`config.mk`:
```
export PLATFORM = sky130hd
export DESIGN_NAME = mem_arbiter_flat
export DESIGN_NICKNAME = d
export VERILOG_FILES = /design/src/rtl/mem_arbiter_if.sv /design/src/rtl/mem_arbiter.sv /design/src/flat_wrapper.sv
export SDC_FILE = /design/constraint.sdc
export NUM_CORES = 1
export LEC_CHECK = 0
export ABC_AREA = 1
export CORE_AREA = 5 5 102 104
export CTS_BUF_LIST = sky130_fd_sc_hd__clkbuf_4 sky130_fd_sc_hd__clkbuf_8
export DETAILED_ROUTE_END_ITERATION = 10
export DIE_AREA = 0 0 107 109
export PLACE_DENSITY = 0.75
export SLEW_MARGIN = 20
export SYNTH_ARGS = -nofsm -noshare
export SYNTH_HDL_FRONTEND = slang
export SYNTH_SLANG_ARGS = --single-unit
```
`constraint.sdc`:
```
create_clock -name clk -period 2.3 [get_ports clk]
set_clock_uncertainty 0.2 [all_clocks]
set_input_delay 0.575 -clock clk [delete_from_list [all_inputs] [get_ports clk]]
set_output_delay 0.575 -clock clk [all_outputs]
set_load 0.005 [all_outputs]
```
`src/rtl/mem_arbiter_if.sv`:
```
// -----------------------------------------------------------------------------
// mem_arbiter_if
// Purpose : bundles the instruction-fetch port, the data port and the command /
//           read-data path of a single-port synchronous RAM into one interface.
// Signals :
//   i_req, i_addr[31:0]                 instruction read request
//   i_gnt, i_rvalid, i_rdata[31:0]      instruction grant and read response
//   d_req, d_we, d_addr[31:0],
//   d_wdata[31:0], d_lock               data request (lock = atomic RMW hold)
//   d_gnt, d_rvalid, d_rdata[31:0]      data grant and read response
//   m_en, m_we, m_addr[31:0],
//   m_wdata[31:0]                       RAM command
//   m_rdata[31:0]                       RAM read data, one cycle after a read
// Modports: slave  = the arbiter's view
//           master = the requesters' and RAM's view
// -----------------------------------------------------------------------------
interface mem_arbiter_if;
  logic        i_req;
  logic [31:0] i_addr;
  logic        i_gnt;
  logic        i_rvalid;
  logic [31:0] i_rdata;

  logic        d_req;
  logic        d_we;
  logic [31:0] d_addr;
  logic [31:0] d_wdata;
  logic        d_lock;
  logic        d_gnt;
  logic        d_rvalid;
  logic [31:0] d_rdata;

  logic        m_en;
  logic        m_we;
  logic [31:0] m_addr;
  logic [31:0] m_wdata;
  logic [31:0] m_rdata;

  modport slave (
    input  i_req, i_addr,
    input  d_req, d_we, d_addr, d_wdata, d_lock,
    input  m_rdata,
    output i_gnt, i_rvalid, i_rdata,
    output d_gnt, d_rvalid, d_rdata,
    output m_en, m_we, m_addr, m_wdata
  );

  modport master (
    output i_req, i_addr,
    output d_req, d_we, d_addr, d_wdata, d_lock,
    output m_rdata,
    input  i_gnt, i_rvalid, i_rdata,
    input  d_gnt, d_rvalid, d_rdata,
    input  m_en, m_we, m_addr, m_wdata
  );
endinterface

```
`src/rtl/mem_arbiter.sv`:
```
// -----------------------------------------------------------------------------
// mem_arbiter
// Purpose : arbitrates an instruction-fetch port and a data port onto one
//           single-port synchronous RAM. Data wins by default, the instruction
//           port wins after STARVE_MAX consecutive denied cycles, and the data
//           port may hold a lock (atomic read-modify-write) for at most
//           LOCK_MAX cycles. Read responses are routed back to the port that
//           issued the read, one cycle after the grant.
// Ports   :
//   clk      in   single clock, rising edge
//   reset_n  in   asynchronous active-low reset
//   bus      slave modport of mem_arbiter_if (request, grant, response and
//            RAM command signals)
// Parameters:
//   STARVE_MAX  denied instruction cycles before the instruction port is forced
//   LOCK_MAX    maximum cycles the data port may hold a lock
// -----------------------------------------------------------------------------
module mem_arbiter #(
  parameter int STARVE_MAX = 3,
  parameter int LOCK_MAX   = 8
) (
  input  logic         clk,
  input  logic         reset_n,
  mem_arbiter_if.slave bus
);

  localparam int SW = $clog2(STARVE_MAX + 1);
  localparam int LW = $clog2(LOCK_MAX + 1);

  typedef enum logic {
    IDLE   = 1'b0,
    LOCKED = 1'b1
  } state_t;

  state_t        r_state;
  state_t        w_state_next;
  logic [SW-1:0] r_starve_cnt;
  logic [SW-1:0] w_starve_next;
  logic [LW-1:0] r_lock_cnt;
  logic [LW-1:0] w_lock_next;
  logic          r_resp_pend;
  logic          r_resp_owner_d;   // 1: response belongs to the data port

  logic          w_lock_held;
  logic          w_forced;
  logic          w_starved;
  logic          w_i_gnt;
  logic          w_d_gnt;

  // Next-state, grant and counter logic
  always_comb begin
    w_i_gnt      = 1'b0;
    w_d_gnt      = 1'b0;
    w_state_next = r_state;
    w_lock_next  = r_lock_cnt;

    // d_lock is meaningless without d_req, so the lock only counts as held
    // while the data port is actually requesting.
    w_lock_held = bus.d_req & bus.d_lock;
    // Lock still held but its budget is used up: release this cycle and keep
    // the data port from re-locking in the same cycle.
    w_forced    = (r_state == LOCKED) & w_lock_held &
                  (r_lock_cnt == LW'(LOCK_MAX));
    w_starved   = bus.i_req & (r_starve_cnt == SW'(STARVE_MAX));

    if ((r_state == LOCKED) && w_lock_held && !w_forced) begin
      w_d_gnt     = 1'b1;
      w_lock_next = r_lock_cnt + 1'b1;
    end else begin
      // IDLE arbitration, also used in the cycle a lock is released
      if (bus.i_req && (w_forced || w_starved)) begin
        w_i_gnt = 1'b1;
      end else if (bus.d_req) begin
        w_d_gnt = 1'b1;
      end else if (bus.i_req) begin
        w_i_gnt = 1'b1;
      end

      if (w_d_gnt && w_lock_held && !w_forced) begin
        w_state_next = LOCKED;
        w_lock_next  = LW'(1);
      end else begin
        w_state_next = IDLE;
        w_lock_next  = '0;
      end
    end

    if (bus.i_req && !w_i_gnt) begin
      w_starve_next = (r_starve_cnt == SW'(STARVE_MAX)) ? r_starve_cnt
                                                        : r_starve_cnt + 1'b1;
    end else begin
      w_starve_next = '0;
    end
  end

  always_ff @(posedge clk or negedge reset_n) begin
    if (!reset_n) begin
      r_state        <= IDLE;
      r_starve_cnt   <= '0;
      r_lock_cnt     <= '0;
      r_resp_pend    <= 1'b0;
      r_resp_owner_d <= 1'b0;
    end else begin
      r_state        <= w_state_next;
      r_starve_cnt   <= w_starve_next;
      r_lock_cnt     <= w_lock_next;
      r_resp_pend    <= w_i_gnt | (w_d_gnt & ~bus.d_we);
      r_resp_owner_d <= w_d_gnt;
    end
  end

  // Combinational outputs are gated so everything reads 0 while in reset.
  assign bus.i_gnt    = reset_n & w_i_gnt;
  assign bus.d_gnt    = reset_n & w_d_gnt;
  assign bus.m_en     = reset_n & (w_i_gnt | w_d_gnt);
  assign bus.m_we     = reset_n & w_d_gnt & bus.d_we;
  assign bus.m_addr   = !reset_n ? 32'h0 :
                        w_i_gnt  ? bus.i_addr :
                        w_d_gnt  ? bus.d_addr : 32'h0;
  assign bus.m_wdata  = (reset_n & w_d_gnt) ? bus.d_wdata : 32'h0;

  assign bus.i_rvalid = r_resp_pend & ~r_resp_owner_d;
  assign bus.d_rvalid = r_resp_pend &  r_resp_owner_d;
  assign bus.i_rdata  = reset_n ? bus.m_rdata : 32'h0;
  assign bus.d_rdata  = reset_n ? bus.m_rdata : 32'h0;

endmodule

```
`src/flat_wrapper.sv`:
```
// flat-port wrapper written by rule: the top's interface ports become plain ports
module mem_arbiter_flat 
#(
  parameter int STARVE_MAX = 3,
  parameter int LOCK_MAX   = 8
)
  (clk, reset_n, bus_i_req, bus_i_addr, bus_d_req, bus_d_we, bus_d_addr, bus_d_wdata, bus_d_lock, bus_m_rdata, bus_i_gnt, bus_i_rvalid, bus_i_rdata, bus_d_gnt, bus_d_rvalid, bus_d_rdata, bus_m_en, bus_m_we, bus_m_addr, bus_m_wdata);
  mem_arbiter_if bus_i ();
  input  logic clk;
  input  logic reset_n;
  input wire logic [$bits(bus_i.i_req)-1:0] bus_i_req;
  input wire logic [$bits(bus_i.i_addr)-1:0] bus_i_addr;
  input wire logic [$bits(bus_i.d_req)-1:0] bus_d_req;
  input wire logic [$bits(bus_i.d_we)-1:0] bus_d_we;
  input wire logic [$bits(bus_i.d_addr)-1:0] bus_d_addr;
  input wire logic [$bits(bus_i.d_wdata)-1:0] bus_d_wdata;
  input wire logic [$bits(bus_i.d_lock)-1:0] bus_d_lock;
  input wire logic [$bits(bus_i.m_rdata)-1:0] bus_m_rdata;
  output wire logic [$bits(bus_i.i_gnt)-1:0] bus_i_gnt;
  output wire logic [$bits(bus_i.i_rvalid)-1:0] bus_i_rvalid;
  output wire logic [$bits(bus_i.i_rdata)-1:0] bus_i_rdata;
  output wire logic [$bits(bus_i.d_gnt)-1:0] bus_d_gnt;
  output wire logic [$bits(bus_i.d_rvalid)-1:0] bus_d_rvalid;
  output wire logic [$bits(bus_i.d_rdata)-1:0] bus_d_rdata;
  output wire logic [$bits(bus_i.m_en)-1:0] bus_m_en;
  output wire logic [$bits(bus_i.m_we)-1:0] bus_m_we;
  output wire logic [$bits(bus_i.m_addr)-1:0] bus_m_addr;
  output wire logic [$bits(bus_i.m_wdata)-1:0] bus_m_wdata;
  assign bus_i.i_req = bus_i_req;
  assign bus_i.i_addr = bus_i_addr;
  assign bus_i.d_req = bus_d_req;
  assign bus_i.d_we = bus_d_we;
  assign bus_i.d_addr = bus_d_addr;
  assign bus_i.d_wdata = bus_d_wdata;
  assign bus_i.d_lock = bus_d_lock;
  assign bus_i.m_rdata = bus_m_rdata;
  assign bus_i_gnt = bus_i.i_gnt;
  assign bus_i_rvalid = bus_i.i_rvalid;
  assign bus_i_rdata = bus_i.i_rdata;
  assign bus_d_gnt = bus_i.d_gnt;
  assign bus_d_rvalid = bus_i.d_rvalid;
  assign bus_d_rdata = bus_i.d_rdata;
  assign bus_m_en = bus_i.m_en;
  assign bus_m_we = bus_i.m_we;
  assign bus_m_addr = bus_i.m_addr;
  assign bus_m_wdata = bus_i.m_wdata;
  mem_arbiter #(.STARVE_MAX(STARVE_MAX), .LOCK_MAX(LOCK_MAX)) u_core (.clk(clk), .reset_n(reset_n), .bus(bus_i));
endmodule
```
-- Yosys cells after proc, flatten, opt, wreduce, memory -nomap -nowiden
Cells that the tools add are included.
- flip-flop bits (word level): 9
- input bits: 134
- output and inout bits: 134
- word-level logic and storage cells: 52
- add/subtract/negate cells: 2
- equality and inequality tests: 3
- muxes and demuxes: 18
- bitwise gates (word level): 15
- reductions and logical operators: 9
- operators by type and width (operator ; count):
    $mux 32 ; 5
    $and 1x1->1 ; 11
    $mux 1 ; 10
    $logic_and 1x1->1 ; 6
    $add 4x1->4 const B ; 1
    $eq 4x4->1 const B ; 1
    $mux 2 ; 2
    $mux 4 ; 1
    $add 2x1->2 const B ; 1
    $eq 2x2->1 const B ; 1
    $logic_not 1->1 ; 2
    $ne 2x2->1 const B ; 1
    $not 1->1 ; 2
    $or 1x1->1 ; 2
    $logic_or 1x1->1 ; 1

-- Depth between registers and ports, before layout
Gate-level depths: netlist of run 1.
- word-level depth: 11
- gate-level depth with buffers: 12

-- Least setup slack after synthesis of run 1
Ideal clock, no wire load.
- path type: input-to-output
- start: in reset_n
- end: out bus_i_rdata[11]
- data arrival time: 1.504 ns
- data required time: 1.525 ns
- path slack: 0.021 ns
- stages on the path: 6
- path buffers: 4
- cell sequence: buf_2 -> buf_2 -> buf_1 -> nand2_1 -> inv_1 -> buf_4
- cells in the longest elaborated chain, start to end: 1
- ends and longest elaborated chain (what ; line ; RTL):
    from (decl) ; flat_wrapper.sv:10 ; input logic reset_n;
    $mux 32 ; - ;
    to (decl) ; flat_wrapper.sv:21 ; output wire logic [$bits(bus_i.i_rdata)-1:0] bus_i_rdata;
No other way between the ends.

-- Worst setup path in the final report of run 1
- start: reg u_core.r_lock_cnt[1]
- end: out bus_m_wdata[16]
- cells in the longest elaborated chain, start to end: 9
- elaborated cells on any way between the ends: 11
- those cells by class: 1 x eq/ne; 4 x mux; 2 x bitwise; 4 x reduce/logical
- ends and longest elaborated chain (what ; line ; RTL):
    from (decl) ; mem_arbiter.sv:39 ; logic [LW-1:0] r_lock_cnt;
    from (signal assigned) ; mem_arbiter.sv:106 ; r_lock_cnt <= w_lock_next;
    $eq 4x4->1 (*) ; mem_arbiter.sv:63 ; (r_lock_cnt == LW'(LOCK_MAX));
    $and 1x1->1 (*) ; mem_arbiter.sv:62 ; w_forced = (r_state == LOCKED) & w_lock_held &
    $logic_or 1x1->1 ; mem_arbiter.sv:71 ; if (bus.i_req && (w_forced || w_starved)) begin
    $logic_and 1x1->1 ; mem_arbiter.sv:71 ;
    $mux 1 ; mem_arbiter.sv:71 ;
    $mux 1 ; mem_arbiter.sv:66 ; if ((r_state == LOCKED) && w_lock_held && !w_forced) begin
    $mux 1 (*) ; mem_arbiter.sv:66 ;
    $and 1x1->1 (*) ; mem_arbiter.sv:120 ; assign bus.m_wdata = (reset_n & w_d_gnt) ? bus.d_wdata : 32'h0;
    $mux 32 (*) ; mem_arbiter.sv:120 ;
    to (decl) ; flat_wrapper.sv:28 ; output wire logic [$bits(bus_i.m_wdata)-1:0] bus_m_wdata;
Every way passes the cells marked *; elsewhere a longest branch is shown, timed or not. The select of a mux whose other input is x is not followed.

==> results by group, run 1 <==
Status
  • Result of the run: complete, but fails checks
  • Failing checks: setup timing

Clocking
  • Sink count of the clock tree: 9
  • Htree depth: 1
  • CTS Root Cell: sky130_fd_sc_hd__clkbuf_8
  • TritonCTS clock tree: yes
  • Max clock buf depth: 2
  • Clock Latency Late Sink: around 0.24 ns
  • CTS clk-pin slew, worst paths: 0.05 ns
  • Number of CTS-inserted buffers: 3

Setup path
  • Cell type of the slowest stage on the worst timing path: sky130_fd_sc_hd__dfrtp_1
  • Capturing point of the worst reg2reg path: u_core.r_starve_cnt[1]
  • Launch point of the worst reg-to-reg path: u_core.r_lock_cnt[1]
  • Kind of critical path: register to output port
  • Launching element type of the critical path: register
  • Largest stage delay on the critical path: about 0.36 ns
  • FF-to-FF setup slack: 0.34 ns
  • Required time worst endpoint: between 1.5 and 2 ns
  • Cell-by-cell trace of the critical path: inv_2 -> ha_4 -> nand2_2 -> nor2_4 -> buf_6 -> nor2_4 -> inv_4 -> nand2_8 -> buf_6 -> nand2_8 -> buf_4 -> nor2_1 -> buf_2
  • Critical path fanouts, max: 6
  • CP endpoint kind: output port
  • Critical Path AT: around 2 ns
  • Depth of the most critical reg-to-reg path: 14

Timing
  • Unrepaired setup endpoints after global routing: true
  • Final max-slew violation count: 0
  • Transition time at the pin with the least slew margin: 0.215 ns
  • Final worst path period share: 119%
  • Post-route worst setup slack: -0.441 ns
  • Final setup violation count: 68
  • Maximum operating frequency: about 0.36 GHz
  • Slew Limit Headroom: ~86%
  • Hold violation total from the final report: 0
  • Post-layout minimum cycle time: ~2.7 ns

Die
  • Area of the die: around 12000 um2
  • Effective utilization at floorplan: between 20% and 30%
  • Die Height: 109 um
  • Std-Cell Rows: 36
  • Top-level port count: ~270
  • Width of the chip: between 100 and 150 um
  • Core region area: around 9500 um2

Global route
  • Total track usage: between 10% and 20%
  • Global route overflow: 0
  • Via count of the first global-routing pass: around 3300
  • Maximum number of pins on one net before global-route repair: 52
  • Global-route wire length before repair: between 15000 and 20000 um
  • Number of antenna violations at the first check in global routing: 0

Layout
  • Leading cell type in the layout, fill and taps excluded: sky130_fd_sc_hd__clkdlybuf4s50_1
  • Core Util, Final: a little over half
  • N_diodes: 0
  • Commonest non-fill, non-tap cells in the layout: sky130_fd_sc_hd__clkdlybuf4s50_1 (131), sky130_fd_sc_hd__inv_1 (73), sky130_fd_sc_hd__nand2_1 (69), sky130_fd_sc_hd__dlygate4sd2_1 (65), sky130_fd_sc_hd__buf_2 (65)
  • Final nets: between 700 and 800
  • Layout area overhead: 173%
  • Share of final-layout standard cells stronger than drive strength 1: 32.6%

Synthesis
  • Number of synthesized register bits: 9
  • Area of the mapped netlist: 1900 um2
  • Count of distinct cell types in the synthesized netlist: 23
  • Share of Yosys cell area claimed by the top area cell type: 15.2%
  • Sequential fraction of the synthesis area: 11.9%
  • Average cell area after synthesis: ~5.6 um2
  • Synthesized Nets: about 480
  • Number of warnings issued by yosys: 0
  • Library cell with the largest summed area after synthesis: sky130_fd_sc_hd__inv_1
  • Biggest area contributors in the synthesized netlist: sky130_fd_sc_hd__inv_1 (15%), sky130_fd_sc_hd__nand2_1 (15%), sky130_fd_sc_hd__buf_4 (14%)
  • Syn Inst Count: 341

Power and ir drop
  • Power density over cell area: 248 nW/um2
  • Peak VDD IR: 0.142 mV
  • Total power: 1.29 mW
  • Leakage power summed over all cells: 3.00 nW

Place
  • I/O Buffers: approximately 270
  • Final weighted congestion in routability-driven placement: 0.777
  • HPWL after detailed placement: 8470 um

Routing
  • DRC: 0
  • Average detailed-routed wire length per instance: about 17 um
  • Total via count after detailed routing: around 3300
  • Initial DRC count: roughly 170
  • Pre-Repair DR Iteration Count: 4
  • Final WL: approximately 12000 um
  • Remaining antenna violation count: 0
  • Vias per cell: between 4 and 5

Hold path
  • HP Class: primary input to async pin

Flow run
  • Total of max-cap violations: 0
==> through the flow <==
step	TNS (ns)	cell area, um2	hold WS [ns]	worst slack, ns	std cells
finish	-22.90	5190	0.140	-0.441	749
global route	-28.03	5190	0.149	-0.498	749
CTS	-22.91	5060	0.139	-0.447	741
detailed placement	-70.57	4580	0.353	-0.968	689
global placement	-68.58	4580	0.323	-0.983	689
floorplan	0	1900	0.0794	0.0214	341
==> critical path, delay by kind of cell (launching register included) <==
kind,cells,cell delay [ns]
adder cells (fa/ha/maj),1,0.15
buffers and inverters,6,0.63
flip-flops,1,0.36
AND/OR/NAND/NOR,6,0.56
==> metal layers <==
| metal | wire length, um | track usage [%] |
|---|---|---|
| met4 | 121 | 3.84 |
| met5 | 0 | 0 |
| met3 | 1130 | 5.51 |
| met2 | 6530 | 37.1 |
| met1 | 4720 | 22.5 |
==> Yosys cell counts <==
cell type	count
sky130_fd_sc_hd__buf_6	5
sky130_fd_sc_hd__o31ai_1	1
sky130_fd_sc_hd__mux2i_1	1
sky130_fd_sc_hd__nand2_1	76
sky130_fd_sc_hd__buf_4	36
sky130_fd_sc_hd__nor2_2	14
sky130_fd_sc_hd__nand4_1	33
sky130_fd_sc_hd__nand2_4	1
sky130_fd_sc_hd__inv_2	2
sky130_fd_sc_hd__dfrtp_1	9
sky130_fd_sc_hd__clkbuf_1	4
sky130_fd_sc_hd__buf_1	3
sky130_fd_sc_hd__nor2_4	1
sky130_fd_sc_hd__xor2_1	2
sky130_fd_sc_hd__nor2_1	29
sky130_fd_sc_hd__nand2_2	1
sky130_fd_sc_hd__xnor2_1	1
sky130_fd_sc_hd__o21ai_0	1
sky130_fd_sc_hd__nand3_1	33
sky130_fd_sc_hd__buf_2	7
sky130_fd_sc_hd__inv_1	77
sky130_fd_sc_hd__ha_1	3
sky130_fd_sc_hd__nand2_8	1
==> how the worst max path moves through the flow <==
stage,cells after the start,start,end,slack (ns)
2_1_floorplan,6,reset_n,bus_i_rdata[11],0.02
6_report,13,u_core.r_lock_cnt[1],bus_m_wdata[16],-0.44
3_3_place_gp,10,bus_d_lock,bus_m_wdata[26],-0.98
4_1_cts,13,u_core.r_lock_cnt[1],bus_m_addr[29],-0.45
5_1_grt,13,u_core.r_lock_cnt[1],bus_m_wdata[3],-0.50
3_5_place_dp,10,bus_d_lock,bus_m_wdata[29],-0.97
==> registers in the layout (all words and copies together), names as in the netlist <==
name,flops
u_core.r_resp_owner_d,1
u_core.r_state,1
u_core.r_resp_pend,1
u_core.r_starve_cnt,2
u_core.r_lock_cnt,4
==> report_power, final <==
part	switching (mW)	internal [mW]
Clock	0.0640	0.133
Sequential	0.00502	0.169
Combinational	0.364	0.555
==> logic make-up after synthesis <==
kind of cell               after synthesis  synth area share [%]
AOI/OAI and AO/OA                        2                 0.659
xor gates and xnor gates                 3                  1.38
muxes                                    1                 0.527
buffers and inverters                  134                  36.1
DFF                                      9                  11.9
adders and majority gates                3                  1.98
and+or+nand+nor                        189                  47.5
==> layout make-up <==
cell class                      instances  area, um2
Inverter                               79        299
Sequential cell                         9        225
Tap cell                              114        143
Clock buffer                            4       48.8
Fill cell                             906       4270
Timing Repair Buffer                  341       3230
Multi-Input combinational cell        202       1240
==> what timing repair did <==
item,in CTS,in global routing
pin swaps,41,28
setup endpoints to repair,132,68
hold buffers,0,0
setup buffers,36,11
cloned,13,0
resized for setup,407,28
Power figures use the tool's default switching activity.
==> run 2: changes to the inputs <==
- CAP_MARGIN: default -> 40
==> results of run 2 <==
Final layout, timing and power as in run 1 (identical DEF).
==> run 3: changes to the inputs <==
- CTS_CLUSTER_SIZE: default -> 16
==> results of run 3 <==
Final layout, timing and power as in run 1 (identical DEF).
